==> config.mk <==
export PLATFORM = sky130hd
export DESIGN_NAME = vram_arbiter
export DESIGN_NICKNAME = d
export VERILOG_FILES = /design/src/rtl/vram_arbiter.sv
export SDC_FILE = /design/constraint.sdc
export NUM_CORES = 1
export LEC_CHECK = 0
export BUFFER_PORTS_ARGS = -buffer_cell sky130_fd_sc_hd__buf_2
export CORE_ASPECT_RATIO = 1.1
export CORE_UTILIZATION = 41
export DETAILED_ROUTE_END_ITERATION = 8
export PLACE_DENSITY = 0.7
export SLEW_MARGIN = 25
export SYNTH_ARGS = -nofsm -noshare
export SYNTH_HDL_FRONTEND = slang
export SYNTH_SLANG_ARGS = --single-unit
==> constraint.sdc <==
create_clock -name clk -period 2.68 [get_ports clk]
set_input_delay 0.402 -clock clk [delete_from_list [all_inputs] [get_ports clk]]
set_output_delay 0.402 -clock clk [all_outputs]
set_load 0.05 [all_outputs]
==> src/rtl/vram_arbiter.sv <==
// VRAM port arbiter: VDP, auxiliary requester and refresh timer share one SDRAM controller port.
// Build option VRAM_ARB_STATS_EN adds per-class grant counters (stat_vdp, stat_aux, stat_ref).
module vram_arbiter #(
  parameter int unsigned REFRESH_INTERVAL = 780,
  parameter int unsigned BUSY_TIMEOUT     = 64
) (
  input  logic        clk,
  input  logic        reset_n,
  input  logic        vdp_slot,
  input  logic        vdp_idle,
  input  logic        vdp_we_n,
  input  logic [16:0] vdp_adr,
  input  logic [7:0]  vdp_dbo,
  output logic [15:0] vdp_rdata,
  input  logic        aux_req,
  input  logic        aux_we,
  input  logic [16:0] aux_adr,
  input  logic [7:0]  aux_din,
  output logic        aux_ack,
  output logic [15:0] aux_rdata,
  output logic        mc_read,
  output logic        mc_write,
  output logic        mc_refresh,
  output logic [20:0] mc_addr,
  output logic [15:0] mc_din,
  output logic [1:0]  mc_wdm,
  input  logic [15:0] mc_dout,
  input  logic        mc_busy,
  output logic        refresh_miss,
  output logic        vdp_overrun,
  output logic        timeout_err
`ifdef VRAM_ARB_STATS_EN
  ,
  output logic [15:0] stat_vdp,
  output logic [15:0] stat_aux,
  output logic [15:0] stat_ref
`endif
);

  localparam int unsigned REF_MAX = 2 * REFRESH_INTERVAL;
  localparam int unsigned RCW     = $clog2(REF_MAX + 1);
  localparam int unsigned TCW     = $clog2(BUSY_TIMEOUT + 1);

  typedef enum logic [1:0] {IDLE, WAIT_HI, WAIT_LO, DONE} state_t;
  typedef enum logic [1:0] {SRC_VDP, SRC_AUX, SRC_REF} src_t;

  state_t           state;
  src_t             src;
  logic             src_rd;
  logic             slot_q, pend, pend_we_n;
  logic [16:0]      pend_adr;
  logic [7:0]       pend_dbo;
  logic [RCW-1:0]   ref_cnt;
  logic [TCW-1:0]   tmo_cnt;

  logic             slot_edge, vdp_want, sel_we_n;
  logic [16:0]      sel_adr, g_adr;
  logic [7:0]       sel_dbo, g_d;
  logic             ref_due, ref_opt, can_grant;
  logic             grant_vdp, grant_ref, grant_aux, g_rd;
  logic             waiting, busy_done, fin_tmo, finish;

  // A slot edge arriving this cycle competes directly, so it wins over a simultaneous aux request.
  always_comb begin
    slot_edge = vdp_slot & ~slot_q;
    vdp_want  = pend | slot_edge;
    sel_we_n  = slot_edge ? vdp_we_n : pend_we_n;
    sel_adr   = slot_edge ? vdp_adr  : pend_adr;
    sel_dbo   = slot_edge ? vdp_dbo  : pend_dbo;
    ref_due   = ref_cnt >= RCW'(REFRESH_INTERVAL);
    ref_opt   = vdp_idle & (ref_cnt >= RCW'(REFRESH_INTERVAL / 2));
    can_grant = (state == IDLE) & ~mc_busy;
    grant_vdp = can_grant & vdp_want;
    grant_ref = can_grant & ~vdp_want & (ref_due | (~aux_req & ref_opt));
    grant_aux = can_grant & ~vdp_want & ~ref_due & aux_req;
    g_adr     = grant_vdp ? sel_adr : aux_adr;
    g_d       = grant_vdp ? sel_dbo : aux_din;
    g_rd      = grant_vdp ? sel_we_n : ~aux_we;
    waiting   = (state == WAIT_HI) | (state == WAIT_LO);
    busy_done = (state == WAIT_LO) & ~mc_busy;
    fin_tmo   = waiting & ~busy_done & (tmo_cnt == TCW'(BUSY_TIMEOUT - 1));
    finish    = busy_done | fin_tmo;
  end

  always_ff @(posedge clk) begin
    if (!reset_n) begin
      state        <= IDLE;
      src          <= SRC_VDP;
      src_rd       <= 1'b0;
      slot_q       <= 1'b0;
      pend         <= 1'b0;
      pend_we_n    <= 1'b0;
      pend_adr     <= '0;
      pend_dbo     <= '0;
      ref_cnt      <= '0;
      tmo_cnt      <= '0;
      mc_read      <= 1'b0;
      mc_write     <= 1'b0;
      mc_refresh   <= 1'b0;
      mc_addr      <= '0;
      mc_din       <= '0;
      mc_wdm       <= '0;
      aux_ack      <= 1'b0;
      aux_rdata    <= '0;
      vdp_rdata    <= '0;
      refresh_miss <= 1'b0;
      vdp_overrun  <= 1'b0;
      timeout_err  <= 1'b0;
    end else begin
      slot_q     <= vdp_slot;
      mc_read    <= 1'b0;
      mc_write   <= 1'b0;
      mc_refresh <= 1'b0;
      aux_ack    <= 1'b0;

      if (slot_edge) begin
        if (pend) vdp_overrun <= 1'b1;
        pend_we_n <= vdp_we_n;
        pend_adr  <= vdp_adr;
        pend_dbo  <= vdp_dbo;
      end
      if (grant_vdp) pend <= 1'b0;
      else if (slot_edge) pend <= 1'b1;

      if (grant_ref) ref_cnt <= '0;
      else if (ref_cnt != RCW'(REF_MAX)) begin
        ref_cnt <= ref_cnt + 1'b1;
        if (ref_cnt == RCW'(REF_MAX - 1)) refresh_miss <= 1'b1;
      end

      if (waiting) tmo_cnt <= tmo_cnt + 1'b1;

      // Completion results are registered on entry to DONE so they are visible during DONE.
      if (finish) begin
        if (fin_tmo) timeout_err <= 1'b1;
        if (src == SRC_VDP && src_rd && !fin_tmo) vdp_rdata <= mc_dout;
        if (src == SRC_AUX && aux_req) begin
          aux_ack <= 1'b1;
          if (fin_tmo) aux_rdata <= '0;
          else if (src_rd) aux_rdata <= mc_dout;
        end
      end

      case (state)
        IDLE: begin
          if (grant_vdp | grant_aux | grant_ref) begin
            state   <= WAIT_HI;
            tmo_cnt <= '0;
            if (grant_ref) begin
              src        <= SRC_REF;
              src_rd     <= 1'b0;
              mc_refresh <= 1'b1;
              mc_addr    <= '0;
              mc_din     <= '0;
              mc_wdm     <= '0;
            end else begin
              src      <= grant_vdp ? SRC_VDP : SRC_AUX;
              src_rd   <= g_rd;
              mc_read  <= g_rd;
              mc_write <= ~g_rd;
              mc_addr  <= {5'b0, g_adr[15:0]};
              mc_din   <= {g_d, g_d};
              mc_wdm   <= {~g_adr[16], g_adr[16]};
            end
          end
        end
        WAIT_HI: begin
          if (finish) state <= DONE;
          else if (mc_busy) state <= WAIT_LO;
        end
        WAIT_LO: if (finish) state <= DONE;
        DONE:    state <= IDLE;
        default: state <= IDLE;
      endcase
    end
  end

`ifdef VRAM_ARB_STATS_EN
  always_ff @(posedge clk) begin
    if (!reset_n) begin
      stat_vdp <= '0;
      stat_aux <= '0;
      stat_ref <= '0;
    end else begin
      if (grant_vdp) stat_vdp <= stat_vdp + 1'b1;
      if (grant_aux) stat_aux <= stat_aux + 1'b1;
      if (grant_ref) stat_ref <= stat_ref + 1'b1;
    end
  end
`endif

endmodule

## After elaboration in Yosys (flattened, before gate mapping)

Index checks and enable logic that the tools add are counted.

- Flip-flop bits (word level): 129
- Output and inout bits: 78
- Word-level logic and storage cells: 110

- Add/sub/neg operators: 2
- Order comparisons: 2
- Equality and inequality tests: 10
- Multiplexer cells: 24
- Bitwise operators: 31
- Reductions and logical operators: 19

Operator list:

| cell | count |
|---|---|
| $mux W16 | 4 |
| $mux W17 | 2 |
| $mux W7 | 3 |
| $mux W8 | 2 |
| $not A1 Y1 | 13 |
| $and A1 B1 Y1 | 12 |
| $mux W2 | 6 |
| $reduce_and A3 Y1 | 4 |
| $add A11 B1 Y11 const B | 1 |
| $eq A11 B11 Y1 const B | 1 |
| $ge A11 B10 Y1 const B | 1 |
| $ge A11 B9 Y1 const B | 1 |
| $ne A11 B11 Y1 const B | 1 |
| $reduce_and A2 Y1 | 5 |
| $pmux W2 S4 | 1 |
| $add A7 B1 Y7 const B | 1 |
| $eq A7 B6 Y1 const B | 1 |
| $mux W1 | 6 |
| $or A1 B1 Y1 | 6 |
| $eq A2 B1 Y1 const B | 2 |
| $eq A2 B2 Y1 const B | 2 |
| $logic_not A2 Y1 | 2 |
| $reduce_or A2 Y1 | 2 |
| $reduce_or A4 Y1 | 1 |
| other kinds (6) | 8 |

## Logic depth before layout (Yosys ltp)

Gate-level depths: netlist of run 1.

- Depth in word-level cells: 11
- Gate-level depth with buffers: 9
- Depth with buffers taken out: 7

## Least setup slack after synthesis of run 1

OpenSTA, ideal clock, no wires.

- Path kind: register to register
- Start: register state[0]
- End: register aux_rdata[0]
- Library setup time: 0.072 ns
- Arrival: 1.694 ns
- Data required time: 2.608 ns
- Slack: 0.914 ns
- Stages on the path, launching flop included: 10
- Path buffers: 2
- Period minus slack after synthesis: 1.766 ns
- Cell sequence: dfxtp_1 > inv_1 > ha_1 > clkbuf_1 > mux2i_1 > nor3_1 > nor2_1 > buf_2 > nand2_1 > mux2i_1

- Cells in the longest elaborated chain, start to end: 7
- Elaborated cells between the ends (all ways): 11

Ends and longest elaborated chain:

| item | RTL line | source |
|---|---|---|
| start, declared | 47 | `state_t state;` |
| start signal, assigned | 87 | `state <= IDLE;` |
| start signal, assigned | 147 | `state <= WAIT_HI;` |
| start signal, assigned | 168 | `if (finish) state <= DONE;` |
| $eq A2 B2 Y1 | 79, 80 |  |
| $and A1 B1 Y1 | 80 | `busy_done = (state == WAIT_LO) & ~mc_busy;` |
| $not A1 Y1 | 81 | `fin_tmo = waiting & ~busy_done & (tmo_cnt == TCW'(BUSY_TIMEOUT - 1));` |
| $and A1 B1 Y1 (2 in series) | 81 |  |
| $reduce_bool A2 Y1 (no line) / $or A1 B1 Y1 (equally long branches) | - |  |
| $reduce_and A3 Y1 (no line) | - |  |
| end signal, assigned | 140 | `else if (src_rd) aux_rdata <= mc_dout;` |
| end, declared | 20 | `output logic [15:0] aux_rdata,` |

Parallel ways exist; a longest one is shown, timed or not.
A chain may end at the register's enable or synchronous reset.

## Worst setup path in the final report of run 1

- Start: register ref_cnt[3]
- End: register mc_wdm[1]

- Cells in the longest elaborated chain, start to end: 7
- Elaborated cells between the ends (all ways): 13

Ends and longest elaborated chain:

| item | RTL line | source |
|---|---|---|
| start, declared | 53 | `logic [RCW-1:0] ref_cnt;` |
| start signal, assigned | 127 | `ref_cnt <= ref_cnt + 1'b1;` |
| $ge A11 B9 Y1 / $ge A11 B10 Y1 (equally long branches) | 71, 70 |  |
| $and A1 B1 Y1 / $not A1 Y1 (equally long branches) | 71, 75 |  |
| $and A1 B1 Y1 (on tied branches) | 74, 75 |  |
| $or A1 B1 Y1 / $and A1 B1 Y1 (equally long branches) | 74, 75 |  |
| $and A1 B1 Y1 / $or A1 B1 Y1 (equally long branches) | 74, 146 |  |
| $or A1 B1 Y1 | 146 | `if (grant_vdp \| grant_aux \| grant_ref) begin` |
| $reduce_and A2 Y1 (no line) | - |  |
| end signal, assigned | 163 | `mc_wdm <= {~g_adr[16], g_adr[16]};` |
| end, declared | 26 | `output logic [1:0] mc_wdm,` |

Parallel ways exist; a longest one is shown, timed or not.

==> results.txt, run 1 <==
The critical path capture point type is a flop. The global-route wire length before repair came out at 20.5 mm. A synthesized cell averages 9.24 um2. The initial antenna violation count came out at 2. The area of the placeable core is 0.0121 mm2. The worst ir drop on vdd came out at 0.520 mV.

The cell area after synthesis is 0.00514 mm2. The number of warnings issued by yosys came out at 0. The slack of the critical path is 0.564 ns. The number of global-route vias before repair is 4,303.

The final clock skew came out at 0.0107 ns. The overall die area came out at 0.0130 mm2. In this run, synthesis produced a sequential element count of 116. On the worst path, the slowest cell contributes a delay of 0.58 ns. The total wire length after detailed routing is 12.8 mm. The sequential cell area fraction in the yosys report came out at 0.452. The number of max-slew violations in the final report was 0. In this run the worst setup path terminates at mc_wdm[1]. The final-report hold violation count came out at 0. The measured slew at the worst slew-check pin came out at 0.702 ns.

The layout filler cell count is 1,084. Once the clock tree was built, the setup fixing pass inserted 0 buffers. The relative area change from synthesis to final layout is 28.0%.

The count of input and output buffers is 146. After layout, the minimum clock period comes to 2.12 ns. The global route total overflow is 0. For this design, the sink count on the clock tree is 116.

Clock latency on the worst-skew pair, taken at its later pin, is 0.41 ns. The tightest min-delay check is of the primary input to flop type. In this run the power density over the cells is 922 mW/mm2. The count of different cell masters after synthesis came out at 53. The run finished with clean final reports. The number of buffers between clock root and the deepest sink came out at 2. Data on the critical path is required at its endpoint by 2.97 ns. The initial cell density of the core is 0.423. STA classifies the critical path startpoint as a flop.

The count of nets after finishing is 766. In this run the count of I/O pins placed on the die edge is 152. After synthesis, the largest family of logic cells by area is simple AND/OR/NAND/NOR gates.

The buffer type at the clock tree root is sky130_fd_sc_hd__clkbuf_16. The count of max-cap constraint violations came out at 0. The mux cell area share after synthesis is 0.125. The worst reg-to-reg path cell count came out at 5.

The post-CTS clock slew at the launch and capture registers of the worst setup and hold paths came out at 0.05 ns. The global-route total usage across every layer is 0.205. The worst setup path is of the flop to flop kind. The number of enable-type register cells in the synthesized netlist is 0. The top cell types in the final layout, fill and taps aside, are 146 x sky130_fd_sc_hd__buf_2, 116 x sky130_fd_sc_hd__dfxtp_1, 67 x sky130_fd_sc_hd__nand2_1. The signal on the critical path passes through a21oi_1 > a21oi_2 > o21ai_4 > o2111ai_1 > o211a_1. After technology mapping, the gate count stands at 556. The xor and xnor fraction of the mapped netlist area came out at 0.0256. The fraction of final layout cells with drive strength greater than 1 is 0.301.

Dividing the final minimum period by the clock period gives 0.790. The leakage power summed over all cells came out at 2.93 nW. The cell count of the worst hold path came out at 2. In the synthesized netlist the dominant register cell turns out to be sky130_fd_sc_hd__dfxtp_1.

Setup repair after global routing left no endpoint under its margin. Once detail routing completed, the nets flagged for antenna violations numbered 0. Of the total synthesized cell area, the portion taken by AND, OR, NAND and NOR gates is 0.162.

The total iterations of the first detailed-routing run is 5. In this run, post-CTS hold repair placed 0 buffers. TritonCTS built the clock tree. The congestion estimate from routability-driven global placement came to 0.839.

The share of synthesized flip-flops with an asynchronous set or reset came out at 0. The start point of the critical path is ref_cnt[3]. The critical path arrival is 2.41 ns.

The worst register-to-register path begins at ref_cnt[3]. The die is 109 um wide. The remaining routing DRC violations is 0. The post-cts repair resize count is 0. The sum of net half-perimeters after detailed placement is 9.18 mm. The number of DRC markers after the initial detailed-route iteration is 261. The detail-routed net length per standard cell came out at 15.1 um.

The maximum level of the CTS H-tree came out at 4. The post-synthesis compound-gate area fraction is 0.145. The top achievable clock speed is 473 MHz. Leaving out fill and tap cells, the most frequent cell in the layout is sky130_fd_sc_hd__buf_2. Buffers inserted during clock tree synthesis total 17. Setup violations remaining at the end of the flow were counted as 0. The pre-CTS worst setup slack came out at 0.452 ns. The largest fanout of any net on the critical path came out at 27. The vias per cell is 5.15. The floorplan has 42 rows. The adder and majority cell fraction of the synthesized area is 0.0171. The worst-case headroom to the max-slew limit came out at 0.530.

The setup TNS after final layout came out at 0 ns. For this block, the via count after detailed routing is 4,392. The worst-case register-to-register setup slack is 0.56 ns.

The pin count of the biggest net entering global routing came out at 49. The floorplan die height came out at 119 um. The endpoint identified for the worst register-to-register timing path is mc_wdm[1]. The slowest cell on the critical path is sky130_fd_sc_hd__o21ai_4.
-- cell type report --
type,count,area [um2],share of cell area
diodes,1,2.50,0.000381
well taps,154,193,0.0293
clock inverters,12,249,0.0379
multi-input cells,381,2460,0.375
repair buffers,159,841,0.128
clock buffers,20,467,0.0710
inverters,10,37.5,0.00571
flip-flops and latches,116,2320,0.353
-- routing by layer --
layer	GRT usage	share of wire
met1	0.229	0.42
met2	0.356	0.51
met3	0.0547	0.043
met4	0.0971	0.020
met5	0	0.00078
-- worst min path at each step --
stage | start | endpoint | slack (ns)
floorplan | pend_we_n | pend_we_n | 0.46
global placement | aux_rdata[0] | aux_rdata[0] | 0.44
detailed placement | refresh_miss | refresh_miss | 0.45
CTS | vdp_slot | slot_q | 0.20
global route | vdp_slot | slot_q | 0.20
finish | vdp_slot | slot_q | 0.21
-- per-stage QoR --
step / area (um2) / power (mW) / cells / util / hold slack (ns)
3_5_place_dp: 5850 / 3.39 / 820 / 0.482 / 0.455
3_3_place_gp: 5850 / 3.35 / 820 / 0.482 / 0.443
5_1_grt: 6570 / 6.32 / 853 / 0.542 / 0.200
6_report: 6570 / 6.06 / 853 / 0.542 / 0.214
4_1_cts: 6570 / 6.10 / 852 / 0.541 / 0.197
2_1_floorplan: 5150 / 3.09 / 560 / - / 0.455
-- power by group --
group          internal, mW  switching (mW)
Combinational         0.433           0.968
Sequential             1.87          0.0892
Clock                  1.91           0.788
Total                  4.21            1.84
-- sequential cells by signal (all words and copies together), names as in the netlist, 7 cells and up --
name / flops
aux_rdata: 16
pend_dbo: 8
pend_adr: 17
tmo_cnt: 7
ref_cnt: 11
mc_addr: 16
mc_din: 8
vdp_rdata: 16
-- cells by family (layout without fill, tap and decap cells) --
| family | after synthesis | after routing |
|---|---|---|
| muxes | 64 | 64 |
| xor gates and xnor gates | 15 | 15 |
| buffers and inverters | 63 | 201 |
| adders and majority gates | 7 | 7 |
| DFF | 116 | 116 |
| and+or+nand+nor | 179 | 179 |
| AOI/OAI and AO/OA | 111 | 111 |
| other | 1 | 6 |
-- Yosys cell counts (2+ instances only) --
cell type / number / area [um2]
sky130_fd_sc_hd__a211oi_1: 2 / 15.0
sky130_fd_sc_hd__a21oi_1: 34 / 170
sky130_fd_sc_hd__a21oi_2: 3 / 26.3
sky130_fd_sc_hd__and2_1: 2 / 12.5
sky130_fd_sc_hd__and3_1: 4 / 25.0
sky130_fd_sc_hd__buf_2: 12 / 60.1
sky130_fd_sc_hd__buf_4: 22 / 165
sky130_fd_sc_hd__buf_6: 4 / 45.0
sky130_fd_sc_hd__clkbuf_1: 14 / 52.6
sky130_fd_sc_hd__dfxtp_1: 116 / 2320
sky130_fd_sc_hd__ha_1: 7 / 87.6
sky130_fd_sc_hd__inv_1: 10 / 37.5
sky130_fd_sc_hd__mux2i_1: 64 / 641
sky130_fd_sc_hd__nand2_1: 67 / 251
sky130_fd_sc_hd__nand2b_1: 2 / 12.5
sky130_fd_sc_hd__nand3_1: 7 / 35.0
sky130_fd_sc_hd__nand4_1: 4 / 25.0
sky130_fd_sc_hd__nor2_1: 63 / 236
sky130_fd_sc_hd__nor2b_1: 3 / 18.8
sky130_fd_sc_hd__nor3_1: 9 / 45.0
sky130_fd_sc_hd__nor3_2: 3 / 30.0
sky130_fd_sc_hd__nor3b_1: 3 / 22.5
sky130_fd_sc_hd__o2111ai_1: 25 / 219
sky130_fd_sc_hd__o211a_1: 2 / 20.0
sky130_fd_sc_hd__o21a_1: 3 / 22.5
sky130_fd_sc_hd__o21ai_0: 30 / 150
sky130_fd_sc_hd__o21ai_4: 2 / 32.5
sky130_fd_sc_hd__xnor2_1: 9 / 78.8
sky130_fd_sc_hd__xor2_1: 6 / 52.6
-- critical path: cells and delay by family, from the launching register on --
| kind | cells | cell delay, ns |
|---|---|---|
| flops | 1 | 0.40 |
| compound gates | 5 | 1.61 |
Note: power is estimated with default switching activity, not from simulation.
==> inputs of run 2 (changes only) <==
- PLACE_DENSITY: 0.7 -> 0.72
- clock period: 2.68 -> 1.9 ns (I/O delays scaled with it)
==> results.txt, run 2 (synthesis results as in run 1) <==
The flow ran to the end, and the final reports show no timing, DRC or antenna violations. STA classifies the critical path endpoint as a flop. The floorplan die height was 119 um (unchanged). The total via count after detailed routing came out at 4,485 (+2.1%). The type of element launching the critical path is a flop. The largest fanout of any net on the critical path is 4 (-85%). The final weighted congestion of routability-driven global placement came out at 0.867 (+3.3%). The layout filler cell count came out at 1,050 (-3.1%).

The top achievable clock speed is 554 MHz (+17%). The count of max-cap constraint violations came out at 0 (unchanged). The clock sink count is 116 (unchanged). The buffer type at the clock tree root is sky130_fd_sc_hd__clkbuf_16. The time the final worst path needs with I/O delays and setup is 1.81 ns (-0.310 ns). The count of nets after finishing was 778 (+1.6%). TritonCTS built the clock tree.

The initial antenna violation count is 2 (unchanged). The final worst-path cycle share was 0.951 (+0.161). The maximum level of the CTS H-tree is 4 (unchanged). The global-route total usage across every layer came out at 0.206 (+0.00127). The final setup violation count was 0 (unchanged).

The pin count of the biggest net entering global routing came out at 49 (unchanged). The global route total overflow was 0 (unchanged). The overall die area is 0.0130 mm2 (unchanged).

The count of standard-cell rows is 42 (unchanged). The global-route wire length before repair came out at 20.8 mm (+1.1%). The number of setup buffers added after CTS came to 0 (unchanged). Relative to the synthesized area, the layout overhead comes to 29.2%.

The worst-case headroom to the max-slew limit came out at 0.641 (+0.111). The width of the die was 109 um (unchanged). The number of instances in the placed design came to 831 (+1.3%). The number of CTS-inserted buffers came out at 17 (unchanged). The fraction of final layout cells with drive strength greater than 1 is 0.320 (+0.0189).

The most frequent standard cell in the layout excluding fill and tap cells is sky130_fd_sc_hd__buf_2. The critical path arrival is 2.10 ns (-0.31 ns). The sum of net half-perimeters after detailed placement came out at 9.43 mm (+2.7%).

In the layout the commonest cells are 146 x sky130_fd_sc_hd__buf_2, 115 x sky130_fd_sc_hd__dfxtp_1, 67 x sky130_fd_sc_hd__nand2_1. The worst ir drop on vdd came to 0.847 mV (+63%). The area of the placeable core is 0.0121 mm2 (unchanged).

Setup repair after global routing left no endpoint under its margin. The number of global-route vias before repair is 4,382 (+1.8%). The total wire length after detailed routing came out at 13.1 mm (+1.8%). The number of buffers between clock root and the deepest sink is 2 (unchanged). The clock latency of the later-clocked register in the worst-skew pair came out at 0.41 ns (about the same). The number of DRC markers after the initial detailed-route iteration is 256 (-1.9%). The class of the most critical setup path is flop to flop. The remaining routing DRC violations was 0 (unchanged). The total iterations of the first detailed-routing run came out at 5 (unchanged). The path class of the tightest hold or removal check is primary input to flop. The number of flip-flops in the largest register came out at 17 (unchanged). The measured slew at the worst slew-check pin is 0.538 ns (-0.164 ns).

The largest register by flop count is pend_adr. The final clock skew is 0.00917 ns (-0.00153 ns). The final-report hold violation count is 0 (unchanged). The leakage power summed over all cells is 2.97 nW (+1.5%). The post-CTS clock slew at the launch and capture registers of the worst setup and hold paths was 0.06 ns (about the same). The initial cell density of the core is 0.423 (unchanged).

The required time reported for the critical path endpoint was 2.19 ns (-0.78 ns). The cell area power density is 1220 mW/mm2 (+33%). The post-route worst hold slack is 0.127 ns (-0.0866 ns).

The number of max-slew violations in the final report is 0 (unchanged). The number of top-level design ports is 152 (unchanged). The vias per cell was 5.18 (+0.70%). The detail-routed net length per standard cell is 15.1 um (+0.42%). The non-filler instance count after layout is 865 (+1.4%). The hold buffer count at cts was 0 (unchanged). The antenna violation net count after detailed routing is 0 (unchanged). The count of input and output buffers is 146 (unchanged).
## run 2: cell count changes in the layout (fill, tap and decap cells not counted), sizes merged
cell / previous run / this run
buf: 159 / 170
bufinv: 7 / 3
clkbuf: 20 / 18
clkinv: 1 / 6
inv: 10 / 12
## run 2: repair_timing
item,CTS,global route
endpoints found under the setup margin,17,62
gates resized for setup,2,11
pin swaps,0,2
cloned,0,1
## run 2: layer usage
metal	GRT usage	up-vias	share of wire
li1	-	2206	-
met1	0.230	2118	0.41
met2	0.356	129	0.52
met3	0.0597	30	0.046
met4	0.0963	2	0.024
met5	0	-	0.00076
## run 2: power breakdown
group	total [mW]	switching, mW	internal (mW)
combinational	2.13	1.41	0.725
sequential	2.76	0.122	2.64
clock	3.22	1.15	2.07
## run 2: worst max-delay path, cell delays in order, from the launching register on
cell and delay (ns):
sky130_fd_sc_hd__dfxtp_1 0.38, sky130_fd_sc_hd__ha_2 0.23, sky130_fd_sc_hd__nand4b_1 0.20, sky130_fd_sc_hd__o211a_1 0.27
sky130_fd_sc_hd__o41a_1 0.33, sky130_fd_sc_hd__o32a_1 0.17, sky130_fd_sc_hd__o221a_2 0.12
## run 2: layout make-up
cell class                      instances  area [um2]  share of cell area
Clock inverter                         15         183              0.0275
Clock buffer                           17         425              0.0641
Sequential cell                       116        2320               0.350
Multi-Input combinational cell        381        2500               0.377
Timing Repair Buffer                  171         972               0.146
Antenna cell                            1        2.50            0.000377
Tap cell                              154         193              0.0290
Inverter                               10        37.5             0.00566
## run 2: through the flow
step,cell area (um2),setup TNS (ns),worst slack [ns],utilization,power [mW]
after floorplan,5150,0,0.134,-,4.35
after global placement,5950,-0.359,-0.0296,0.490,4.80
after detailed placement,5950,-1.89,-0.156,0.490,4.85
after CTS,6570,0,0.0147,0.541,8.10
after global routing,6640,0,0.00710,0.547,8.47
final,6640,0,0.0934,0.547,8.11
## run 2: final timing paths
kind | slack [ns] | startpoint | cells after the start | end
setup / recovery | 0.09 | tmo_cnt[0] | 6 | state[0]
hold / removal | 0.13 | mc_dout[2] | 3 | vdp_rdata[2]
setup reg to reg | 0.09 | tmo_cnt[0] | 6 | state[0]
hold reg to reg | 0.44 | refresh_miss | 2 | refresh_miss
